[src/rtl/axi3_pkg.sv]
// Shared AXI3 register-slice definitions: channel modes, field widths and
// per-channel payload widths.
package axi3_pkg;

  typedef enum logic [1:0] {
    SLICE_BYPASS = 2'd0,
    SLICE_FWD    = 2'd1,
    SLICE_FULL   = 2'd2
  } slice_mode_e;

  localparam int LEN_W   = 4;
  localparam int SIZE_W  = 3;
  localparam int BURST_W = 2;
  localparam int LOCK_W  = 2;
  localparam int CACHE_W = 4;
  localparam int PROT_W  = 3;
  localparam int QOS_W   = 4;
  localparam int RESP_W  = 2;

  // A zero-width ID is still carried as one (unused) bit.
  function automatic int id_w(input int id_width);
    return (id_width < 1) ? 1 : id_width;
  endfunction

  function automatic int ax_width(input int addr_width, input int id_width);
    return id_w(id_width) + addr_width + LEN_W + SIZE_W + BURST_W + LOCK_W
           + CACHE_W + PROT_W + QOS_W;
  endfunction

  function automatic int w_width(input int n_bytes, input int id_width);
    return id_w(id_width) + 8 * n_bytes + n_bytes + 1;
  endfunction

  function automatic int b_width(input int id_width);
    return id_w(id_width) + RESP_W;
  endfunction

  function automatic int r_width(input int n_bytes, input int id_width);
    return id_w(id_width) + 8 * n_bytes + RESP_W + 1;
  endfunction

endpackage

[src/rtl/axi3_if.sv]
// AXI3 bundle with low-power signals; master/slave modports.
interface axi3_if import axi3_pkg::*; #(
  parameter int N_BYTES    = 4,
  parameter int ADDR_WIDTH = 12,
  parameter int ID_WIDTH   = 4
);

  localparam int IW = id_w(ID_WIDTH);
  localparam int DW = 8 * N_BYTES;

  logic [IW-1:0]         AWID;
  logic [ADDR_WIDTH-1:0] AWADDR;
  logic [LEN_W-1:0]      AWLEN;
  logic [SIZE_W-1:0]     AWSIZE;
  logic [BURST_W-1:0]    AWBURST;
  logic [LOCK_W-1:0]     AWLOCK;
  logic [CACHE_W-1:0]    AWCACHE;
  logic [PROT_W-1:0]     AWPROT;
  logic [QOS_W-1:0]      AWQOS;
  logic                  AWVALID;
  logic                  AWREADY;

  logic [IW-1:0]         WID;
  logic [DW-1:0]         WDATA;
  logic [N_BYTES-1:0]    WSTRB;
  logic                  WLAST;
  logic                  WVALID;
  logic                  WREADY;

  logic [IW-1:0]         BID;
  logic [RESP_W-1:0]     BRESP;
  logic                  BVALID;
  logic                  BREADY;

  logic [IW-1:0]         ARID;
  logic [ADDR_WIDTH-1:0] ARADDR;
  logic [LEN_W-1:0]      ARLEN;
  logic [SIZE_W-1:0]     ARSIZE;
  logic [BURST_W-1:0]    ARBURST;
  logic [LOCK_W-1:0]     ARLOCK;
  logic [CACHE_W-1:0]    ARCACHE;
  logic [PROT_W-1:0]     ARPROT;
  logic [QOS_W-1:0]      ARQOS;
  logic                  ARVALID;
  logic                  ARREADY;

  logic [IW-1:0]         RID;
  logic [DW-1:0]         RDATA;
  logic [RESP_W-1:0]     RRESP;
  logic                  RLAST;
  logic                  RVALID;
  logic                  RREADY;

  logic                  CSYSREQ;
  logic                  CSYSACK;
  logic                  CSYSACTIVE;

  modport master (
    output AWID, AWADDR, AWLEN, AWSIZE, AWBURST, AWLOCK, AWCACHE, AWPROT, AWQOS, AWVALID,
    input  AWREADY,
    output WID, WDATA, WSTRB, WLAST, WVALID,
    input  WREADY,
    input  BID, BRESP, BVALID,
    output BREADY,
    output ARID, ARADDR, ARLEN, ARSIZE, ARBURST, ARLOCK, ARCACHE, ARPROT, ARQOS, ARVALID,
    input  ARREADY,
    input  RID, RDATA, RRESP, RLAST, RVALID,
    output RREADY,
    output CSYSREQ,
    input  CSYSACK, CSYSACTIVE
  );

  modport slave (
    input  AWID, AWADDR, AWLEN, AWSIZE, AWBURST, AWLOCK, AWCACHE, AWPROT, AWQOS, AWVALID,
    output AWREADY,
    input  WID, WDATA, WSTRB, WLAST, WVALID,
    output WREADY,
    output BID, BRESP, BVALID,
    input  BREADY,
    input  ARID, ARADDR, ARLEN, ARSIZE, ARBURST, ARLOCK, ARCACHE, ARPROT, ARQOS, ARVALID,
    output ARREADY,
    output RID, RDATA, RRESP, RLAST, RVALID,
    input  RREADY,
    input  CSYSREQ,
    output CSYSACK, CSYSACTIVE
  );

endinterface

[src/rtl/axi3_slice_chan.sv]
// Generic valid/ready register stage: wires, forward register, or 2-entry
// skid buffer with registered in_ready.
module axi3_slice_chan import axi3_pkg::*; #(
  parameter int          WIDTH = 8,
  parameter slice_mode_e MODE  = SLICE_FULL
) (
  input  logic             clk,
  input  logic             rst,
  input  logic             in_valid,
  output logic             in_ready,
  input  logic [WIDTH-1:0] in_data,
  output logic             out_valid,
  input  logic             out_ready,
  output logic [WIDTH-1:0] out_data,
  output logic             idle
);

  if (MODE == SLICE_BYPASS) begin : g_bypass
    logic bypass_unused;
    assign bypass_unused = clk ^ rst;
    assign out_valid     = in_valid;
    assign in_ready      = out_ready;
    assign out_data      = in_data;
    assign idle          = 1'b1;
  end else if (MODE == SLICE_FWD) begin : g_fwd
    logic             full;
    logic [WIDTH-1:0] data_q;

    assign in_ready  = !full || out_ready;
    assign out_valid = full;
    assign out_data  = data_q;
    assign idle      = !full;

    always_ff @(posedge clk) begin
      if (rst)                        full <= 1'b0;
      else if (in_valid && in_ready)  full <= 1'b1;
      else if (out_ready)             full <= 1'b0;
    end

    always_ff @(posedge clk) begin
      if (in_valid && in_ready) data_q <= in_data;
    end
  end else begin : g_full
    localparam logic [1:0] EMPTY = 2'd0;
    localparam logic [1:0] ONE   = 2'd1;
    localparam logic [1:0] TWO   = 2'd2;

    logic [1:0]       state;
    logic [1:0]       state_nx;
    logic             rdy_q;
    logic             accept;
    logic             drain;
    logic [WIDTH-1:0] main_q;
    logic [WIDTH-1:0] skid_q;

    assign accept    = in_valid && rdy_q;
    assign drain     = out_ready && (state != EMPTY);
    assign in_ready  = rdy_q;
    assign out_valid = (state != EMPTY);
    assign out_data  = main_q;
    assign idle      = (state == EMPTY);

    always_comb begin
      state_nx = state;
      case (state)
        EMPTY:   if (accept) state_nx = ONE;
        ONE: begin
          if (accept && !drain)      state_nx = TWO;
          else if (!accept && drain) state_nx = EMPTY;
        end
        TWO:     if (drain) state_nx = ONE;
        default: state_nx = EMPTY;
      endcase
    end

    // in_ready is registered from the next state, so it drops the same
    // edge the second entry fills and is held low throughout reset.
    always_ff @(posedge clk) begin
      if (rst) begin
        state <= EMPTY;
        rdy_q <= 1'b0;
      end else begin
        state <= state_nx;
        rdy_q <= (state_nx != TWO);
      end
    end

    // main_q is always the oldest beat; skid_q only fills while main_q stalls.
    always_ff @(posedge clk) begin
      case (state)
        EMPTY: if (accept) main_q <= in_data;
        ONE: begin
          if (accept && drain) main_q <= in_data;
          else if (accept)     skid_q <= in_data;
        end
        TWO:   if (drain) main_q <= skid_q;
        default: ;
      endcase
    end
  end

endmodule

[src/rtl/axi3_reg_slice.sv]
// AXI3 register slice: one configurable stage per channel, low-power
// handshake passed straight through.
module axi3_reg_slice import axi3_pkg::*; #(
  parameter int          N_BYTES    = 4,
  parameter int          ADDR_WIDTH = 12,
  parameter int          ID_WIDTH   = 4,
  parameter slice_mode_e AW_MODE    = SLICE_FULL,
  parameter slice_mode_e W_MODE     = SLICE_FULL,
  parameter slice_mode_e B_MODE     = SLICE_FULL,
  parameter slice_mode_e AR_MODE    = SLICE_FULL,
  parameter slice_mode_e R_MODE     = SLICE_FULL
) (
  input  logic   ACLK,
  input  logic   ARESET,
  axi3_if.slave  s,
  axi3_if.master m,
  output logic   IDLE
);

  localparam int AXW = ax_width(ADDR_WIDTH, ID_WIDTH);
  localparam int WW  = w_width(N_BYTES, ID_WIDTH);
  localparam int BW  = b_width(ID_WIDTH);
  localparam int RW  = r_width(N_BYTES, ID_WIDTH);

  logic [AXW-1:0] aw_out;
  logic [WW-1:0]  w_out;
  logic [BW-1:0]  b_out;
  logic [AXW-1:0] ar_out;
  logic [RW-1:0]  r_out;
  logic [4:0]     chan_idle;

  axi3_slice_chan #(.WIDTH(AXW), .MODE(AW_MODE)) u_aw (
    .clk(ACLK), .rst(ARESET),
    .in_valid(s.AWVALID), .in_ready(s.AWREADY),
    .in_data({s.AWID, s.AWADDR, s.AWLEN, s.AWSIZE, s.AWBURST, s.AWLOCK, s.AWCACHE, s.AWPROT, s.AWQOS}),
    .out_valid(m.AWVALID), .out_ready(m.AWREADY), .out_data(aw_out),
    .idle(chan_idle[0])
  );
  assign {m.AWID, m.AWADDR, m.AWLEN, m.AWSIZE, m.AWBURST, m.AWLOCK, m.AWCACHE, m.AWPROT, m.AWQOS} = aw_out;

  axi3_slice_chan #(.WIDTH(WW), .MODE(W_MODE)) u_w (
    .clk(ACLK), .rst(ARESET),
    .in_valid(s.WVALID), .in_ready(s.WREADY),
    .in_data({s.WID, s.WDATA, s.WSTRB, s.WLAST}),
    .out_valid(m.WVALID), .out_ready(m.WREADY), .out_data(w_out),
    .idle(chan_idle[1])
  );
  assign {m.WID, m.WDATA, m.WSTRB, m.WLAST} = w_out;

  axi3_slice_chan #(.WIDTH(BW), .MODE(B_MODE)) u_b (
    .clk(ACLK), .rst(ARESET),
    .in_valid(m.BVALID), .in_ready(m.BREADY),
    .in_data({m.BID, m.BRESP}),
    .out_valid(s.BVALID), .out_ready(s.BREADY), .out_data(b_out),
    .idle(chan_idle[2])
  );
  assign {s.BID, s.BRESP} = b_out;

  axi3_slice_chan #(.WIDTH(AXW), .MODE(AR_MODE)) u_ar (
    .clk(ACLK), .rst(ARESET),
    .in_valid(s.ARVALID), .in_ready(s.ARREADY),
    .in_data({s.ARID, s.ARADDR, s.ARLEN, s.ARSIZE, s.ARBURST, s.ARLOCK, s.ARCACHE, s.ARPROT, s.ARQOS}),
    .out_valid(m.ARVALID), .out_ready(m.ARREADY), .out_data(ar_out),
    .idle(chan_idle[3])
  );
  assign {m.ARID, m.ARADDR, m.ARLEN, m.ARSIZE, m.ARBURST, m.ARLOCK, m.ARCACHE, m.ARPROT, m.ARQOS} = ar_out;

  axi3_slice_chan #(.WIDTH(RW), .MODE(R_MODE)) u_r (
    .clk(ACLK), .rst(ARESET),
    .in_valid(m.RVALID), .in_ready(m.RREADY),
    .in_data({m.RID, m.RDATA, m.RRESP, m.RLAST}),
    .out_valid(s.RVALID), .out_ready(s.RREADY), .out_data(r_out),
    .idle(chan_idle[4])
  );
  assign {s.RID, s.RDATA, s.RRESP, s.RLAST} = r_out;

  assign m.CSYSREQ    = s.CSYSREQ;
  assign s.CSYSACK    = m.CSYSACK;
  assign s.CSYSACTIVE = m.CSYSACTIVE;

  assign IDLE = &chan_idle;

endmodule

[src/flat_wrapper.sv]
// flat-port wrapper written by rule: the top's interface ports become plain ports
module axi3_reg_slice_flat import axi3_pkg::*;
#(
  parameter int          N_BYTES    = 4,
  parameter int          ADDR_WIDTH = 12,
  parameter int          ID_WIDTH   = 4,
  parameter slice_mode_e AW_MODE    = SLICE_FULL,
  parameter slice_mode_e W_MODE     = SLICE_FULL,
  parameter slice_mode_e B_MODE     = SLICE_FULL,
  parameter slice_mode_e AR_MODE    = SLICE_FULL,
  parameter slice_mode_e R_MODE     = SLICE_FULL
)
  (ACLK, ARESET, IDLE, s_AWID, s_AWADDR, s_AWLEN, s_AWSIZE, s_AWBURST, s_AWLOCK, s_AWCACHE, s_AWPROT, s_AWQOS, s_AWVALID, s_AWREADY, s_WID, s_WDATA, s_WSTRB, s_WLAST, s_WVALID, s_WREADY, s_BID, s_BRESP, s_BVALID, s_BREADY, s_ARID, s_ARADDR, s_ARLEN, s_ARSIZE, s_ARBURST, s_ARLOCK, s_ARCACHE, s_ARPROT, s_ARQOS, s_ARVALID, s_ARREADY, s_RID, s_RDATA, s_RRESP, s_RLAST, s_RVALID, s_RREADY, s_CSYSREQ, s_CSYSACK, s_CSYSACTIVE, m_AWID, m_AWADDR, m_AWLEN, m_AWSIZE, m_AWBURST, m_AWLOCK, m_AWCACHE, m_AWPROT, m_AWQOS, m_AWVALID, m_AWREADY, m_WID, m_WDATA, m_WSTRB, m_WLAST, m_WVALID, m_WREADY, m_BID, m_BRESP, m_BVALID, m_BREADY, m_ARID, m_ARADDR, m_ARLEN, m_ARSIZE, m_ARBURST, m_ARLOCK, m_ARCACHE, m_ARPROT, m_ARQOS, m_ARVALID, m_ARREADY, m_RID, m_RDATA, m_RRESP, m_RLAST, m_RVALID, m_RREADY, m_CSYSREQ, m_CSYSACK, m_CSYSACTIVE);
  axi3_if #(.N_BYTES(N_BYTES), .ADDR_WIDTH(ADDR_WIDTH), .ID_WIDTH(ID_WIDTH)) s_i ();
  axi3_if #(.N_BYTES(N_BYTES), .ADDR_WIDTH(ADDR_WIDTH), .ID_WIDTH(ID_WIDTH)) m_i ();
  input  logic ACLK;
  input  logic ARESET;
  output logic IDLE;
  input wire logic [$bits(s_i.AWID)-1:0] s_AWID;
  input wire logic [$bits(s_i.AWADDR)-1:0] s_AWADDR;
  input wire logic [$bits(s_i.AWLEN)-1:0] s_AWLEN;
  input wire logic [$bits(s_i.AWSIZE)-1:0] s_AWSIZE;
  input wire logic [$bits(s_i.AWBURST)-1:0] s_AWBURST;
  input wire logic [$bits(s_i.AWLOCK)-1:0] s_AWLOCK;
  input wire logic [$bits(s_i.AWCACHE)-1:0] s_AWCACHE;
  input wire logic [$bits(s_i.AWPROT)-1:0] s_AWPROT;
  input wire logic [$bits(s_i.AWQOS)-1:0] s_AWQOS;
  input wire logic [$bits(s_i.AWVALID)-1:0] s_AWVALID;
  output wire logic [$bits(s_i.AWREADY)-1:0] s_AWREADY;
  input wire logic [$bits(s_i.WID)-1:0] s_WID;
  input wire logic [$bits(s_i.WDATA)-1:0] s_WDATA;
  input wire logic [$bits(s_i.WSTRB)-1:0] s_WSTRB;
  input wire logic [$bits(s_i.WLAST)-1:0] s_WLAST;
  input wire logic [$bits(s_i.WVALID)-1:0] s_WVALID;
  output wire logic [$bits(s_i.WREADY)-1:0] s_WREADY;
  output wire logic [$bits(s_i.BID)-1:0] s_BID;
  output wire logic [$bits(s_i.BRESP)-1:0] s_BRESP;
  output wire logic [$bits(s_i.BVALID)-1:0] s_BVALID;
  input wire logic [$bits(s_i.BREADY)-1:0] s_BREADY;
  input wire logic [$bits(s_i.ARID)-1:0] s_ARID;
  input wire logic [$bits(s_i.ARADDR)-1:0] s_ARADDR;
  input wire logic [$bits(s_i.ARLEN)-1:0] s_ARLEN;
  input wire logic [$bits(s_i.ARSIZE)-1:0] s_ARSIZE;
  input wire logic [$bits(s_i.ARBURST)-1:0] s_ARBURST;
  input wire logic [$bits(s_i.ARLOCK)-1:0] s_ARLOCK;
  input wire logic [$bits(s_i.ARCACHE)-1:0] s_ARCACHE;
  input wire logic [$bits(s_i.ARPROT)-1:0] s_ARPROT;
  input wire logic [$bits(s_i.ARQOS)-1:0] s_ARQOS;
  input wire logic [$bits(s_i.ARVALID)-1:0] s_ARVALID;
  output wire logic [$bits(s_i.ARREADY)-1:0] s_ARREADY;
  output wire logic [$bits(s_i.RID)-1:0] s_RID;
  output wire logic [$bits(s_i.RDATA)-1:0] s_RDATA;
  output wire logic [$bits(s_i.RRESP)-1:0] s_RRESP;
  output wire logic [$bits(s_i.RLAST)-1:0] s_RLAST;
  output wire logic [$bits(s_i.RVALID)-1:0] s_RVALID;
  input wire logic [$bits(s_i.RREADY)-1:0] s_RREADY;
  input wire logic [$bits(s_i.CSYSREQ)-1:0] s_CSYSREQ;
  output wire logic [$bits(s_i.CSYSACK)-1:0] s_CSYSACK;
  output wire logic [$bits(s_i.CSYSACTIVE)-1:0] s_CSYSACTIVE;
  output wire logic [$bits(m_i.AWID)-1:0] m_AWID;
  output wire logic [$bits(m_i.AWADDR)-1:0] m_AWADDR;
  output wire logic [$bits(m_i.AWLEN)-1:0] m_AWLEN;
  output wire logic [$bits(m_i.AWSIZE)-1:0] m_AWSIZE;
  output wire logic [$bits(m_i.AWBURST)-1:0] m_AWBURST;
  output wire logic [$bits(m_i.AWLOCK)-1:0] m_AWLOCK;
  output wire logic [$bits(m_i.AWCACHE)-1:0] m_AWCACHE;
  output wire logic [$bits(m_i.AWPROT)-1:0] m_AWPROT;
  output wire logic [$bits(m_i.AWQOS)-1:0] m_AWQOS;
  output wire logic [$bits(m_i.AWVALID)-1:0] m_AWVALID;
  input wire logic [$bits(m_i.AWREADY)-1:0] m_AWREADY;
  output wire logic [$bits(m_i.WID)-1:0] m_WID;
  output wire logic [$bits(m_i.WDATA)-1:0] m_WDATA;
  output wire logic [$bits(m_i.WSTRB)-1:0] m_WSTRB;
  output wire logic [$bits(m_i.WLAST)-1:0] m_WLAST;
  output wire logic [$bits(m_i.WVALID)-1:0] m_WVALID;
  input wire logic [$bits(m_i.WREADY)-1:0] m_WREADY;
  input wire logic [$bits(m_i.BID)-1:0] m_BID;
  input wire logic [$bits(m_i.BRESP)-1:0] m_BRESP;
  input wire logic [$bits(m_i.BVALID)-1:0] m_BVALID;
  output wire logic [$bits(m_i.BREADY)-1:0] m_BREADY;
  output wire logic [$bits(m_i.ARID)-1:0] m_ARID;
  output wire logic [$bits(m_i.ARADDR)-1:0] m_ARADDR;
  output wire logic [$bits(m_i.ARLEN)-1:0] m_ARLEN;
  output wire logic [$bits(m_i.ARSIZE)-1:0] m_ARSIZE;
  output wire logic [$bits(m_i.ARBURST)-1:0] m_ARBURST;
  output wire logic [$bits(m_i.ARLOCK)-1:0] m_ARLOCK;
  output wire logic [$bits(m_i.ARCACHE)-1:0] m_ARCACHE;
  output wire logic [$bits(m_i.ARPROT)-1:0] m_ARPROT;
  output wire logic [$bits(m_i.ARQOS)-1:0] m_ARQOS;
  output wire logic [$bits(m_i.ARVALID)-1:0] m_ARVALID;
  input wire logic [$bits(m_i.ARREADY)-1:0] m_ARREADY;
  input wire logic [$bits(m_i.RID)-1:0] m_RID;
  input wire logic [$bits(m_i.RDATA)-1:0] m_RDATA;
  input wire logic [$bits(m_i.RRESP)-1:0] m_RRESP;
  input wire logic [$bits(m_i.RLAST)-1:0] m_RLAST;
  input wire logic [$bits(m_i.RVALID)-1:0] m_RVALID;
  output wire logic [$bits(m_i.RREADY)-1:0] m_RREADY;
  output wire logic [$bits(m_i.CSYSREQ)-1:0] m_CSYSREQ;
  input wire logic [$bits(m_i.CSYSACK)-1:0] m_CSYSACK;
  input wire logic [$bits(m_i.CSYSACTIVE)-1:0] m_CSYSACTIVE;
  assign s_i.AWID = s_AWID;
  assign s_i.AWADDR = s_AWADDR;
  assign s_i.AWLEN = s_AWLEN;
  assign s_i.AWSIZE = s_AWSIZE;
  assign s_i.AWBURST = s_AWBURST;
  assign s_i.AWLOCK = s_AWLOCK;
  assign s_i.AWCACHE = s_AWCACHE;
  assign s_i.AWPROT = s_AWPROT;
  assign s_i.AWQOS = s_AWQOS;
  assign s_i.AWVALID = s_AWVALID;
  assign s_AWREADY = s_i.AWREADY;
  assign s_i.WID = s_WID;
  assign s_i.WDATA = s_WDATA;
  assign s_i.WSTRB = s_WSTRB;
  assign s_i.WLAST = s_WLAST;
  assign s_i.WVALID = s_WVALID;
  assign s_WREADY = s_i.WREADY;
  assign s_BID = s_i.BID;
  assign s_BRESP = s_i.BRESP;
  assign s_BVALID = s_i.BVALID;
  assign s_i.BREADY = s_BREADY;
  assign s_i.ARID = s_ARID;
  assign s_i.ARADDR = s_ARADDR;
  assign s_i.ARLEN = s_ARLEN;
  assign s_i.ARSIZE = s_ARSIZE;
  assign s_i.ARBURST = s_ARBURST;
  assign s_i.ARLOCK = s_ARLOCK;
  assign s_i.ARCACHE = s_ARCACHE;
  assign s_i.ARPROT = s_ARPROT;
  assign s_i.ARQOS = s_ARQOS;
  assign s_i.ARVALID = s_ARVALID;
  assign s_ARREADY = s_i.ARREADY;
  assign s_RID = s_i.RID;
  assign s_RDATA = s_i.RDATA;
  assign s_RRESP = s_i.RRESP;
  assign s_RLAST = s_i.RLAST;
  assign s_RVALID = s_i.RVALID;
  assign s_i.RREADY = s_RREADY;
  assign s_i.CSYSREQ = s_CSYSREQ;
  assign s_CSYSACK = s_i.CSYSACK;
  assign s_CSYSACTIVE = s_i.CSYSACTIVE;
  assign m_AWID = m_i.AWID;
  assign m_AWADDR = m_i.AWADDR;
  assign m_AWLEN = m_i.AWLEN;
  assign m_AWSIZE = m_i.AWSIZE;
  assign m_AWBURST = m_i.AWBURST;
  assign m_AWLOCK = m_i.AWLOCK;
  assign m_AWCACHE = m_i.AWCACHE;
  assign m_AWPROT = m_i.AWPROT;
  assign m_AWQOS = m_i.AWQOS;
  assign m_AWVALID = m_i.AWVALID;
  assign m_i.AWREADY = m_AWREADY;
  assign m_WID = m_i.WID;
  assign m_WDATA = m_i.WDATA;
  assign m_WSTRB = m_i.WSTRB;
  assign m_WLAST = m_i.WLAST;
  assign m_WVALID = m_i.WVALID;
  assign m_i.WREADY = m_WREADY;
  assign m_i.BID = m_BID;
  assign m_i.BRESP = m_BRESP;
  assign m_i.BVALID = m_BVALID;
  assign m_BREADY = m_i.BREADY;
  assign m_ARID = m_i.ARID;
  assign m_ARADDR = m_i.ARADDR;
  assign m_ARLEN = m_i.ARLEN;
  assign m_ARSIZE = m_i.ARSIZE;
  assign m_ARBURST = m_i.ARBURST;
  assign m_ARLOCK = m_i.ARLOCK;
  assign m_ARCACHE = m_i.ARCACHE;
  assign m_ARPROT = m_i.ARPROT;
  assign m_ARQOS = m_i.ARQOS;
  assign m_ARVALID = m_i.ARVALID;
  assign m_i.ARREADY = m_ARREADY;
  assign m_i.RID = m_RID;
  assign m_i.RDATA = m_RDATA;
  assign m_i.RRESP = m_RRESP;
  assign m_i.RLAST = m_RLAST;
  assign m_i.RVALID = m_RVALID;
  assign m_RREADY = m_i.RREADY;
  assign m_CSYSREQ = m_i.CSYSREQ;
  assign m_i.CSYSACK = m_CSYSACK;
  assign m_i.CSYSACTIVE = m_CSYSACTIVE;
  axi3_reg_slice #(.N_BYTES(N_BYTES), .ADDR_WIDTH(ADDR_WIDTH), .ID_WIDTH(ID_WIDTH), .AW_MODE(AW_MODE), .W_MODE(W_MODE), .B_MODE(B_MODE), .AR_MODE(AR_MODE), .R_MODE(R_MODE)) u_core (.ACLK(ACLK), .ARESET(ARESET), .s(s_i), .m(m_i), .IDLE(IDLE));
endmodule
[config.mk]
export PLATFORM = sky130hd
export DESIGN_NAME = axi3_reg_slice_flat
export DESIGN_NICKNAME = d
export VERILOG_FILES = /design/src/rtl/axi3_pkg.sv /design/src/rtl/axi3_if.sv /design/src/rtl/axi3_slice_chan.sv /design/src/rtl/axi3_reg_slice.sv /design/src/flat_wrapper.sv
export SDC_FILE = /design/constraint.sdc
export NUM_CORES = 1
export LEC_CHECK = 0
export CAP_MARGIN = 20
export CELL_PAD_IN_SITES_DETAIL_PLACEMENT = 1
export CELL_PAD_IN_SITES_GLOBAL_PLACEMENT = 2
export CORE_ASPECT_RATIO = 1.75
export CORE_MARGIN = 2
export CORE_UTILIZATION = 35
export CTS_BUF_LIST = sky130_fd_sc_hd__clkbuf_16
export CTS_CLUSTER_DIAMETER = 100
export DETAILED_ROUTE_END_ITERATION = 7
export PLACE_DENSITY_LB_ADDON = 0.25
export SETUP_SLACK_MARGIN = 0.3
export SYNTH_ARGS = -nofsm -noshare
export SYNTH_HDL_FRONTEND = slang
export SYNTH_SLANG_ARGS = --single-unit
[constraint.sdc]
create_clock -name ACLK -period 9 [get_ports ACLK]
set_clock_uncertainty 0.2 [all_clocks]
set_input_delay 0.9 -clock ACLK [delete_from_list [all_inputs] [get_ports ACLK]]
set_output_delay 0.9 -clock ACLK [all_outputs]
set_load 0.02 [all_outputs]
==> results.yml <==
clocking:
  path_clk_slew_ps: 60
  clockBufferDepth: 3
  postCtsHoldBufs: 0
  cts-root-buf: "clkbuf_16"
  cts_max_level: 2
  clk_latency_ps: 520
  post_cts_resized: 0
  postCtsSetupBuffers: 0
  cts_tree: "yes"
  clock-sinks: 339
  numCtsBuffers: 34
floorplanning:
  core_area_um2: 35900
  io_pins: 353
  num_rows: 92
  die-height_um: 256
  die_width_um: 148
  initial_core_util_pct: 35.4
  die-area_um2: 37900
timing:
  fin_crit_ps: 3430
  rsz0062_at_grt: "false"
  maxSlewHeadroom_pct: 38.8
  hold_violations: 0
  final_max_slew_viol_count: 0
  min_period_over_period_pct: 38.1
  timing.final.ws_setup_ps: 5570
  fin_tns_setup_ps: 0
  hold_ws_ps: 310
  timing.fmax_mhz: 291
  setup_violations: 0
  worstMarginPinSlew_ps: 911
drt:
  drtPass1Iterations: 4
  wl_per_cell_um: 20.1
  drtIter0Drc: 284
  drc: 0
  routed_wl_um: 31000
  drt-vias-per-instance: 4.59
  vias: 7069
  ant_nets: 0
yosys:
  synth_seq_cells: 339
  ys_seq_area_share_pct: 78.9
  syn_nets: 848
  synth.cell_area_um2: 12700
  avgSynthCellArea_um2: 18.9
  synth_cell_type_count: 28
  synth_warnings: 0
  synthCells: 671
placement:
  place_ws_ps: 5950
  place_inst: 1474
  place_congestion: 0.759
  hpwl_um: 21800
  portBuffers: 346
  dpl-instance-area_um2: 16700
worst_setup_path:
  start_kind: "flop"
  reg2reg_from: "u_core.u_w.g_full.state[0]$_SDFF_PP0_"
  crit_type: "reg -> out"
  critPathRequiredTime_ps: 7900
  crit_path_end_kind: "primary output"
  setup.worst_path.start: "u_core.u_ar.g_full.state[1]$_SDFF_PP0_"
  worstPathArrival_ps: 2330
  crit_fanout: 8
finish:
  final_common_cell: "clkdlybuf4s50_1"
  area.growth.synth_to_final_pct: 40.1
  regArea_um2: 10000
  fillers: 3427
  layout.nets: 1218
  design_area_um2: 17800
  multiInputGateArea_um2: 2560
  layout.cells.non_filler: 1539
  utilization_pct: 49.6
  drive_gt1_share_pct: 18.6
  final_cell_mix: "346 x clkdlybuf4s50_1, 324 x edfxtp_1, 103 x nand2_1"
power:
  peakVddDrop_mv: 0.158
  power_mw: 3.43
  powerDensity_nw_per_um2: 193
  power_leakage_nw: 6.29
worst_hold_path:
  min_path_type: "reg -> reg"
  hp-start: "u_core.u_aw.g_full.skid_q[10]$_DFFE_PP_"
grt:
  antenna_found_initial: 8
  grt_pass1_wl_um: 47100
  grt_pass1_vias: 7771
  grt_usage_pct: 16.3
  grt_overflow: 0
  grt_max_degree: 42
flow_run:
  maxCapViolCount: 0
status:
  status: "complete, no violations"
==> critical path: stages (launching register included) <==
cell	delay [ps]
dfxtp_1	410
or2_1	330
or2_1	260
nor4_2	130
clkdlybuf4s50_1	690
==> layer usage <==
metal	up-vias	wire, µm	global-route usage (%)
li1	3297	-	-
met1	3470	10600	17.3
met2	239	16900	29.5
met3	57	2470	5.35
met4	6	885	6.77
met5	-	39	0
==> registers in the layout, summed over array words and instances, names as in the netlist, 6 cells and up <==
signal and count:
u_core.u_r.out_data 39, u_core.u_ar.out_data 38, u_core.u_w.out_data 41, u_core.u_b.out_data 6, u_core.u_ar.g_full.skid_q 38, u_core.u_aw.out_data 38
u_core.u_aw.g_full.skid_q 38, u_core.u_w.g_full.skid_q 41, u_core.u_b.g_full.skid_q 6, u_core.u_r.g_full.skid_q 39
==> where the power goes <==
| group | switching (mW) | leakage [nW] | total, mW | internal [mW] |
|---|---|---|---|---|
| combinational | 0.141 | 2.65 | 0.311 | 0.170 |
| sequential | 0.0170 | 3.10 | 1.80 | 1.79 |
| clock | 0.579 | 0.536 | 1.32 | 0.737 |
| total | 0.737 | 6.29 | 3.43 | 2.69 |
==> cell type report <==
cell class / instances / area share [%]
diodes: 5 / 0.0703
repair buffers: 359 / 20.1
clock inverters: 22 / 0.534
clock buffers: 37 / 5.20
multi-input cells: 302 / 14.4
flip-flops and latches: 339 / 56.3
well taps: 470 / 3.30
inverters: 5 / 0.105
==> cell usage after synthesis (all sizes together) <==
cell    number  area (µm²)
a21oi        5        28.8
a311oi       5        43.8
and2b        1        7.51
buf         21         160
clkbuf       4        15.0
dfxtp       15         300
edfxtp     324        9730
inv          5        18.8
mux2       131        1660
nand2      103         387
nand2b      10        65.1
nand3        5        25.0
nand3b       5        37.5
nand4b       5        43.8
nor2         5        18.8
nor2b        5        31.3
nor3         5        25.0
nor4         1        12.5
o21ai        5        25.0
o221ai       5        43.8
or2          6        37.5
==> path summary, 6_finish.rpt <==
path / endpoint / slack (ps) / cells past startpoint
hold / removal: u_core.u_aw.out_data[10]$_DFFE_PP_ / 310 / 2
setup reg to reg: u_core.u_w.out_data[40]$_DFFE_PP_ / 6670 / 3
hold reg to reg: u_core.u_aw.out_data[10]$_DFFE_PP_ / 310 / 2
setup / recovery: IDLE / 5570 / 4
==> kinds of logic (layout without fill, tap and decap cells) <==
logic type | count (synthesis) | after routing | synth area share [%]
other | 0 | 5 | 0
AND/OR/NAND/NOR | 151 | 151 | 5.43
buffers and inverters | 30 | 423 | 1.53
flip-flops | 339 | 339 | 78.9
AO/OA/AOI/OAI | 20 | 20 | 1.11
multiplexers | 131 | 131 | 13.0
(Power assumes the default switching activity.)
